[src/rtl/mux_scan_seq_pkg.sv]
// Shared definitions for the scanning N:1 registered multiplexer.
package mux_scan_seq_pkg;

  // Sequencer states: manual select, automatic scan, nothing enabled to scan.
  typedef enum logic [1:0] {
    S_MAN  = 2'd0,
    S_SCAN = 2'd1,
    S_NONE = 2'd2
  } state_e;

  // Values of the mode input.
  localparam logic MODE_MAN  = 1'b0;
  localparam logic MODE_SCAN = 1'b1;

endpackage

[src/rtl/mux_scan_seq_next_ch.sv]
// Rotating priority finder: returns the first enabled channel starting at
// (inclusive) or just after (exclusive) a start index, wrapping at N_CH.
// In exclusive mode the start channel itself is the last candidate, so a
// single enabled channel finds itself.
module mux_scan_seq_next_ch #(
  parameter int N_CH  = 6,
  parameter int SEL_W = $clog2(N_CH)
) (
  input  logic [N_CH-1:0]  en_mask,
  input  logic [SEL_W-1:0] start,
  input  logic             incl,
  output logic [SEL_W-1:0] nxt,
  output logic             found
);

  int               cand_s;
  logic [SEL_W-1:0] idx_s;

  // Walk all N_CH candidates in rotating order and keep the first enabled one.
  always_comb begin
    nxt    = '0;
    found  = 1'b0;
    cand_s = 0;
    idx_s  = '0;
    for (int i = 0; i < N_CH; i++) begin
      cand_s = (int'(start) + i + int'(!incl)) % N_CH;
      idx_s  = cand_s[SEL_W-1:0];
      if (!found && en_mask[idx_s]) begin
        nxt   = idx_s;
        found = 1'b1;
      end else begin
        found = found;
      end
    end
  end

endmodule

[src/rtl/mux_scan_seq.sv]
// Parametrised N:1 registered multiplexer with a scanning channel sequencer.
// Manual mode follows sel; scan mode walks the enabled channels, DWELL
// cycles each. dout and cur_ch are registered together so cur_ch always
// names the channel that dout came from.
module mux_scan_seq
  import mux_scan_seq_pkg::*;
#(
  parameter  int N_CH  = 6,
  parameter  int WIDTH = 1,
  parameter  int DWELL = 4,
  localparam int SEL_W = $clog2(N_CH)
) (
  input  logic                  clk,
  input  logic                  rst,
  input  logic [N_CH*WIDTH-1:0] din,
  input  logic [SEL_W-1:0]      sel,
  input  logic                  mode,
  input  logic [N_CH-1:0]       en_mask,
  output logic [WIDTH-1:0]      dout,
  output logic                  dout_valid,
  output logic [SEL_W-1:0]      cur_ch
);

  localparam int               DW_W       = (DWELL > 1) ? $clog2(DWELL) : 1;
  localparam logic [DW_W-1:0]  DWELL_LAST = DW_W'(DWELL - 1);
  localparam logic [SEL_W:0]   NCH_EXT    = (SEL_W + 1)'(N_CH);

  state_e            state_r, state_nxt_s;
  logic [SEL_W-1:0]  cur_ch_r, ch_nxt_s;
  logic [DW_W-1:0]   dwell_r, dwell_nxt_s;
  logic [WIDTH-1:0]  dout_r, dout_nxt_s;
  logic              dout_valid_r, valid_nxt_s;

  logic [WIDTH-1:0]  ch_s [N_CH];
  logic              any_en_s;
  logic              sel_ok_s, sel_en_s;
  logic              cur_ok_s, cur_en_s;
  logic [SEL_W-1:0]  scan_start_s;
  logic [SEL_W-1:0]  entry_ch_s, adv_ch_s;
  logic              entry_found_s, adv_found_s;

  // Unpack the flat input bus into per-channel words.
  for (genvar k = 0; k < N_CH; k++) begin : g_unpack
    assign ch_s[k] = din[k*WIDTH +: WIDTH];
  end

  assign any_en_s     = |en_mask;
  assign sel_ok_s     = ({1'b0, sel} < NCH_EXT);
  assign sel_en_s     = sel_ok_s ? en_mask[sel] : 1'b0;
  assign cur_ok_s     = ({1'b0, cur_ch_r} < NCH_EXT);
  assign cur_en_s     = cur_ok_s ? en_mask[cur_ch_r] : 1'b0;
  // An out-of-range select starts the scan search from channel 0.
  assign scan_start_s = sel_ok_s ? sel : '0;

  mux_scan_seq_next_ch #(.N_CH(N_CH), .SEL_W(SEL_W)) u_entry (
    .en_mask (en_mask),
    .start   (scan_start_s),
    .incl    (1'b1),
    .nxt     (entry_ch_s),
    .found   (entry_found_s)
  );

  mux_scan_seq_next_ch #(.N_CH(N_CH), .SEL_W(SEL_W)) u_adv (
    .en_mask (en_mask),
    .start   (cur_ch_r),
    .incl    (1'b0),
    .nxt     (adv_ch_s),
    .found   (adv_found_s)
  );

  // State register; reset forces manual mode even in the middle of a scan.
  always_ff @(posedge clk) begin
    if (rst) begin
      state_r <= S_MAN;
    end else begin
      state_r <= state_nxt_s;
    end
  end

  // Next-state decode from mode and whether anything is enabled.
  always_comb begin
    state_nxt_s = state_r;
    case (state_r)
      S_MAN: begin
        if (mode == MODE_SCAN) begin
          state_nxt_s = any_en_s ? S_SCAN : S_NONE;
        end else begin
          state_nxt_s = S_MAN;
        end
      end
      S_SCAN: begin
        if (mode == MODE_MAN) begin
          state_nxt_s = S_MAN;
        end else if (!any_en_s) begin
          state_nxt_s = S_NONE;
        end else begin
          state_nxt_s = S_SCAN;
        end
      end
      S_NONE: begin
        if (mode == MODE_MAN) begin
          state_nxt_s = S_MAN;
        end else if (any_en_s) begin
          state_nxt_s = S_SCAN;
        end else begin
          state_nxt_s = S_NONE;
        end
      end
      default: state_nxt_s = S_MAN;
    endcase
  end

  // Output decode: choose the channel to present after this edge, the new
  // dwell count, and the data/valid that go with that channel.
  always_comb begin
    ch_nxt_s    = cur_ch_r;
    dwell_nxt_s = '0;
    dout_nxt_s  = '0;
    valid_nxt_s = 1'b0;
    case (state_nxt_s)
      S_MAN: begin
        ch_nxt_s = sel;
        if (sel_ok_s && sel_en_s) begin
          dout_nxt_s  = ch_s[sel];
          valid_nxt_s = 1'b1;
        end else begin
          dout_nxt_s  = '0;
          valid_nxt_s = 1'b0;
        end
      end
      S_SCAN: begin
        if (state_r != S_SCAN) begin
          ch_nxt_s    = entry_ch_s;
          dwell_nxt_s = '0;
          valid_nxt_s = entry_found_s;
        end else if (!cur_en_s || (dwell_r == DWELL_LAST)) begin
          // Current channel masked off or its dwell is over: move on.
          ch_nxt_s    = adv_ch_s;
          dwell_nxt_s = '0;
          valid_nxt_s = adv_found_s;
        end else begin
          ch_nxt_s    = cur_ch_r;
          dwell_nxt_s = dwell_r + DW_W'(1);
          valid_nxt_s = 1'b1;
        end
        if (valid_nxt_s) begin
          dout_nxt_s = ch_s[ch_nxt_s];
        end else begin
          dout_nxt_s = '0;
        end
      end
      S_NONE: begin
        ch_nxt_s    = cur_ch_r;
        dwell_nxt_s = '0;
        dout_nxt_s  = '0;
        valid_nxt_s = 1'b0;
      end
      default: begin
        ch_nxt_s    = '0;
        dwell_nxt_s = '0;
        dout_nxt_s  = '0;
        valid_nxt_s = 1'b0;
      end
    endcase
  end

  // Output and dwell registers.
  always_ff @(posedge clk) begin
    if (rst) begin
      dout_r       <= '0;
      dout_valid_r <= 1'b0;
      cur_ch_r     <= '0;
      dwell_r      <= '0;
    end else begin
      dout_r       <= dout_nxt_s;
      dout_valid_r <= valid_nxt_s;
      cur_ch_r     <= ch_nxt_s;
      dwell_r      <= dwell_nxt_s;
    end
  end

  assign dout       = dout_r;
  assign dout_valid = dout_valid_r;
  assign cur_ch     = cur_ch_r;

endmodule

[config.mk]
export PLATFORM = sky130hd
export DESIGN_NAME = mux_scan_seq
export DESIGN_NICKNAME = d
export VERILOG_FILES = /design/src/rtl/mux_scan_seq_pkg.sv /design/src/rtl/mux_scan_seq_next_ch.sv /design/src/rtl/mux_scan_seq.sv
export SDC_FILE = /design/constraint.sdc
export NUM_CORES = 1
export LEC_CHECK = 0
export BUFFER_PORTS_ARGS = -buffer_cell sky130_fd_sc_hd__buf_2
export CORE_MARGIN = 2
export CORE_UTILIZATION = 40
export DETAILED_ROUTE_END_ITERATION = 8
export HOLD_SLACK_MARGIN = 0.05
export PLACE_DENSITY = 0.54
export SLEW_MARGIN = 20
export SYNTH_ARGS = -nofsm -noshare
export SYNTH_HDL_FRONTEND = slang
export SYNTH_HIERARCHICAL = 1
export SYNTH_SLANG_ARGS = --single-unit
[constraint.sdc]
create_clock -name clk -period 8.2 [get_ports clk]
set_input_delay 1.23 -clock clk [delete_from_list [all_inputs] [get_ports clk]]
set_output_delay 1.23 -clock clk [all_outputs]
set_load 0.05 [all_outputs]
==> impl_metrics.csv <==
group,metric,value,unit
synth,synth_async_sr_flop_share,0,%
synth,synth_mux_area_share,14.6,%
floorplanning,die_w,98.7,um
final_layout,seq_area,180,sq um
sta,max_freq,162,MHz
synth,synth-compound-area-share,31.2,%
global_route,antenna_found_initial,0,
sta,hold_viol,0,
synth,yosys_warnings,6,
synth,synth_xor_area_share,1.46,%
min_path,hold_class,"register to register",
sta,tns,0,ps
clock_network,cts_root_buf,"clkbuf_8",
floorplanning,core_area,0.00872,sq mm
clock_network,clk_pin_slew,40,ps
synth,syn_area,0.00359,sq mm
clock_network,h-tree-depth,1,
clock_network,ctsHoldBuffers,0,
final_layout,drive_above_1_share,20.3,%
detailed_routing,wire_per_inst,15.5,um
floorplanning,dieHeight,98.7,um
power_and_ir_drop,peakVddDrop,0.0458,mV
synth,ys_ff_latch,9,
global_route,grt_use_met2,32.3,%
placed_design,hpwl,7350,um
run,cap_violations,0,
final_layout,layout.nets,534,
synth,synth-simple-area-share,31.6,%
synth,syn_inst,475,
detailed_routing,dr.pass1.iters,4,
global_route,grt_use_total,19.0,%
power_and_ir_drop,power_density,134,mW/mm^2
synth,synth_top_family_by_area,"simple AND/OR/NAND/NOR gates",
floorplanning,start_util,41.2,%
clock_network,post_cts_buffers,0,
sta,rsz0062_at_grt,"no",
clock_network,numCtsBuffers,3,
global_route,gr-total-overflow,0,
power_and_ir_drop,cellLeakagePower,1.60,nW
detailed_routing,viasPerCell,6.01,
global_route,grt_max_degree,34,
clock_network,clkSinkCount,9,
sta,period_needed,6170,ps
setup_path,crit_path_max_fanout,7,
clock_network,cts_tree,"done",
setup_path,start_kind,"input pin",
placed_design,port_buffers,22,
final_layout,multi_input_area,0.00318,sq mm
synth,ys_seq_area_share,5.02,%
final_layout,syn_to_final_growth,6.17,%
final_layout,fillers,888,
global_route,grt_first_pass_wirelength,15900,um
clock_network,cts_resized,0,
detailed_routing,drt-total-wl,9250,um
floorplanning,die_area,0.00975,sq mm
final_layout,antenna_cells,0,
outcome,status,"finished clean",
synth,yosysUniqueCellTypes,77,
clock_network,clk_path_buf_depth,2,
global_route,first_global_vias,3366,
setup_path,cp_data_arrival_time,6350,ps
sta,period_share,75.2,%
sta,report.final.slew_viol_count,0,
detailed_routing,drt_iter0_drc,215,
synth,ys.flop_type,"dfxtp_1",
detailed_routing,ant_nets,0,
global_route,grt_use_met3,0.426,%
synth,synth_edf_count,0,
placed_design,gp_congestion,0.838,
sta,timing_worst_slew_pin_value,892,ps
floorplanning,core.rowCount,34,
setup_path,cp.required,8380,ps
setup_path,endpoint_kind,"register",
clock_network,clk_latency,230,ps
detailed_routing,drc_errors,0,
sta,setup-violations-final,0,
sta,max-slew-margin-rel,40.4,%
synth,post_synth.cell_area_avg,7.56,sq um
global_route,busiest_layer,"met2",
setup_path,crit_type,"input pin to register",
synth,synth_fa_ha_area_share,9.41,%
detailed_routing,vias,3580,
sta,skew,0.412,ps
floorplanning,pin_count,23,
final_layout,utilization,43.7,%
global_route,groute.layer.met1.usage,26.9,%
-- path summary, 6_finish.rpt --
check,slack [ps],from,endpoint,depth (start not counted)
worst min-delay path,420,dwell_r[0],dwell_r[0],1
worst min register to register,420,dwell_r[0],dwell_r[0],1
worst max-delay path,2030,sel[0],dout,22
worst max register to register,3030,cur_ch[0],dout,18
-- cell usage after synthesis, types with 7 or more instances --
library cell  instances  share of area, %
nand2b_1             14               2.4
inv_1                32               3.3
mux2i_1              19               5.3
clkbuf_1              8              0.84
and3_1                7               1.2
ha_1                 27               9.4
nand3_1              11               1.5
dfxtp_1               9               5.0
o21a_1                7               1.5
nor2_1               45               4.7
a211oi_1              8               1.7
nor3b_1              10               2.1
nand3b_1              7               1.5
mux2_2               21               6.6
nand2_1              35               3.7
o21ai_0              20               2.8
nor2b_1              13               2.3
a21oi_1              14               2.0
-- registers in the layout, summed over array words and instances (netlist names) --
| signal | count |
|---|---|
| state_r | 2 |
| dwell_r | 2 |
| dout | 1 |
| cur_ch | 3 |
| dout_valid | 1 |
-- layout by cell type (no fill, tap or decap), types with 6 or more instances in the layout --
| master | synthesis | final |
|---|---|---|
| a211oi_1 | 8 | 8 |
| a21oi_1 | 14 | 14 |
| a221o_1 | 6 | 6 |
| a31oi_1 | 6 | 6 |
| and3_1 | 7 | 7 |
| buf_2 | 4 | 22 |
| dfxtp_1 | 9 | 9 |
| ha_1 | 27 | 27 |
| inv_1 | 32 | 32 |
| mux2_2 | 21 | 21 |
| mux2i_1 | 19 | 19 |
| nand2_1 | 35 | 35 |
| nand2b_1 | 14 | 14 |
| nand3_1 | 11 | 11 |
| nand3b_1 | 7 | 7 |
| nor2_1 | 45 | 45 |
| nor2b_1 | 13 | 13 |
| nor3_1 | 6 | 6 |
| nor3b_1 | 10 | 10 |
| o21a_1 | 7 | 7 |
| o21ai_0 | 20 | 20 |
| o22ai_1 | 6 | 6 |
| xnor2_1 | 6 | 6 |
-- worst max-delay path, stage by stage --
cell and delay [ps]:
buf_2 160, a21boi_0 690, inv_1 190, ha_1 270, inv_1 60, ha_1 260
nand2b_1 230, nand2_1 100, ha_1 280, nor3b_1 300, o221ai_1 180, mux2_4 290
o221ai_1 210, nand3_2 150, nand3b_4 200, or3_4 400, a22oi_2 200, nor2_1 120
a31oi_4 220, a21oi_2 80, a2111oi_2 370, a311o_1 160
-- report_power, final --
group,internal (mW),switching [mW]
sequential,0.0473,0.00361
clock,0.0338,0.0174
combinational,0.173,0.234
-- kinds of logic after synthesis --
logic type / count (synthesis)
AO/OA/AOI/OAI: 137
XOR/XNOR: 6
adder cells (fa/ha/maj): 27
buffers and inverters: 53
flip-flops: 9
multiplexers: 45
other: 2
AND/OR/NAND/NOR: 196
-- through the flow --
step	cell area (sq um)	setup WS [ps]	cells	hold WS [ps]	total power, mW
6_report	3810	2030	596	423	0.509
5_1_grt	3810	1630	596	459	0.556
4_1_cts	3810	2070	596	434	0.507
3_5_place_dp	3770	1850	592	428	0.453
3_3_place_gp	3770	2030	592	408	0.447
2_1_floorplan	3600	2400	477	398	0.382
-- metal layers --
layer / wire length [um] / part of all wire, %
met3: 198 / 2.1
met2: 4190 / 45
met5: 0 / 0
met1: 4700 / 51
met4: 163 / 1.8
-- final cells by class --
type                    instances  share of cell area (%)
multi-input cells             415                    83.5
well taps                     108                    3.55
repair buffers                 26                    3.68
clock buffers                   4                    1.18
inverters                      34                    3.35
flip-flops and latches          9                    4.73
Note: power is estimated with default switching activity, not from simulation.
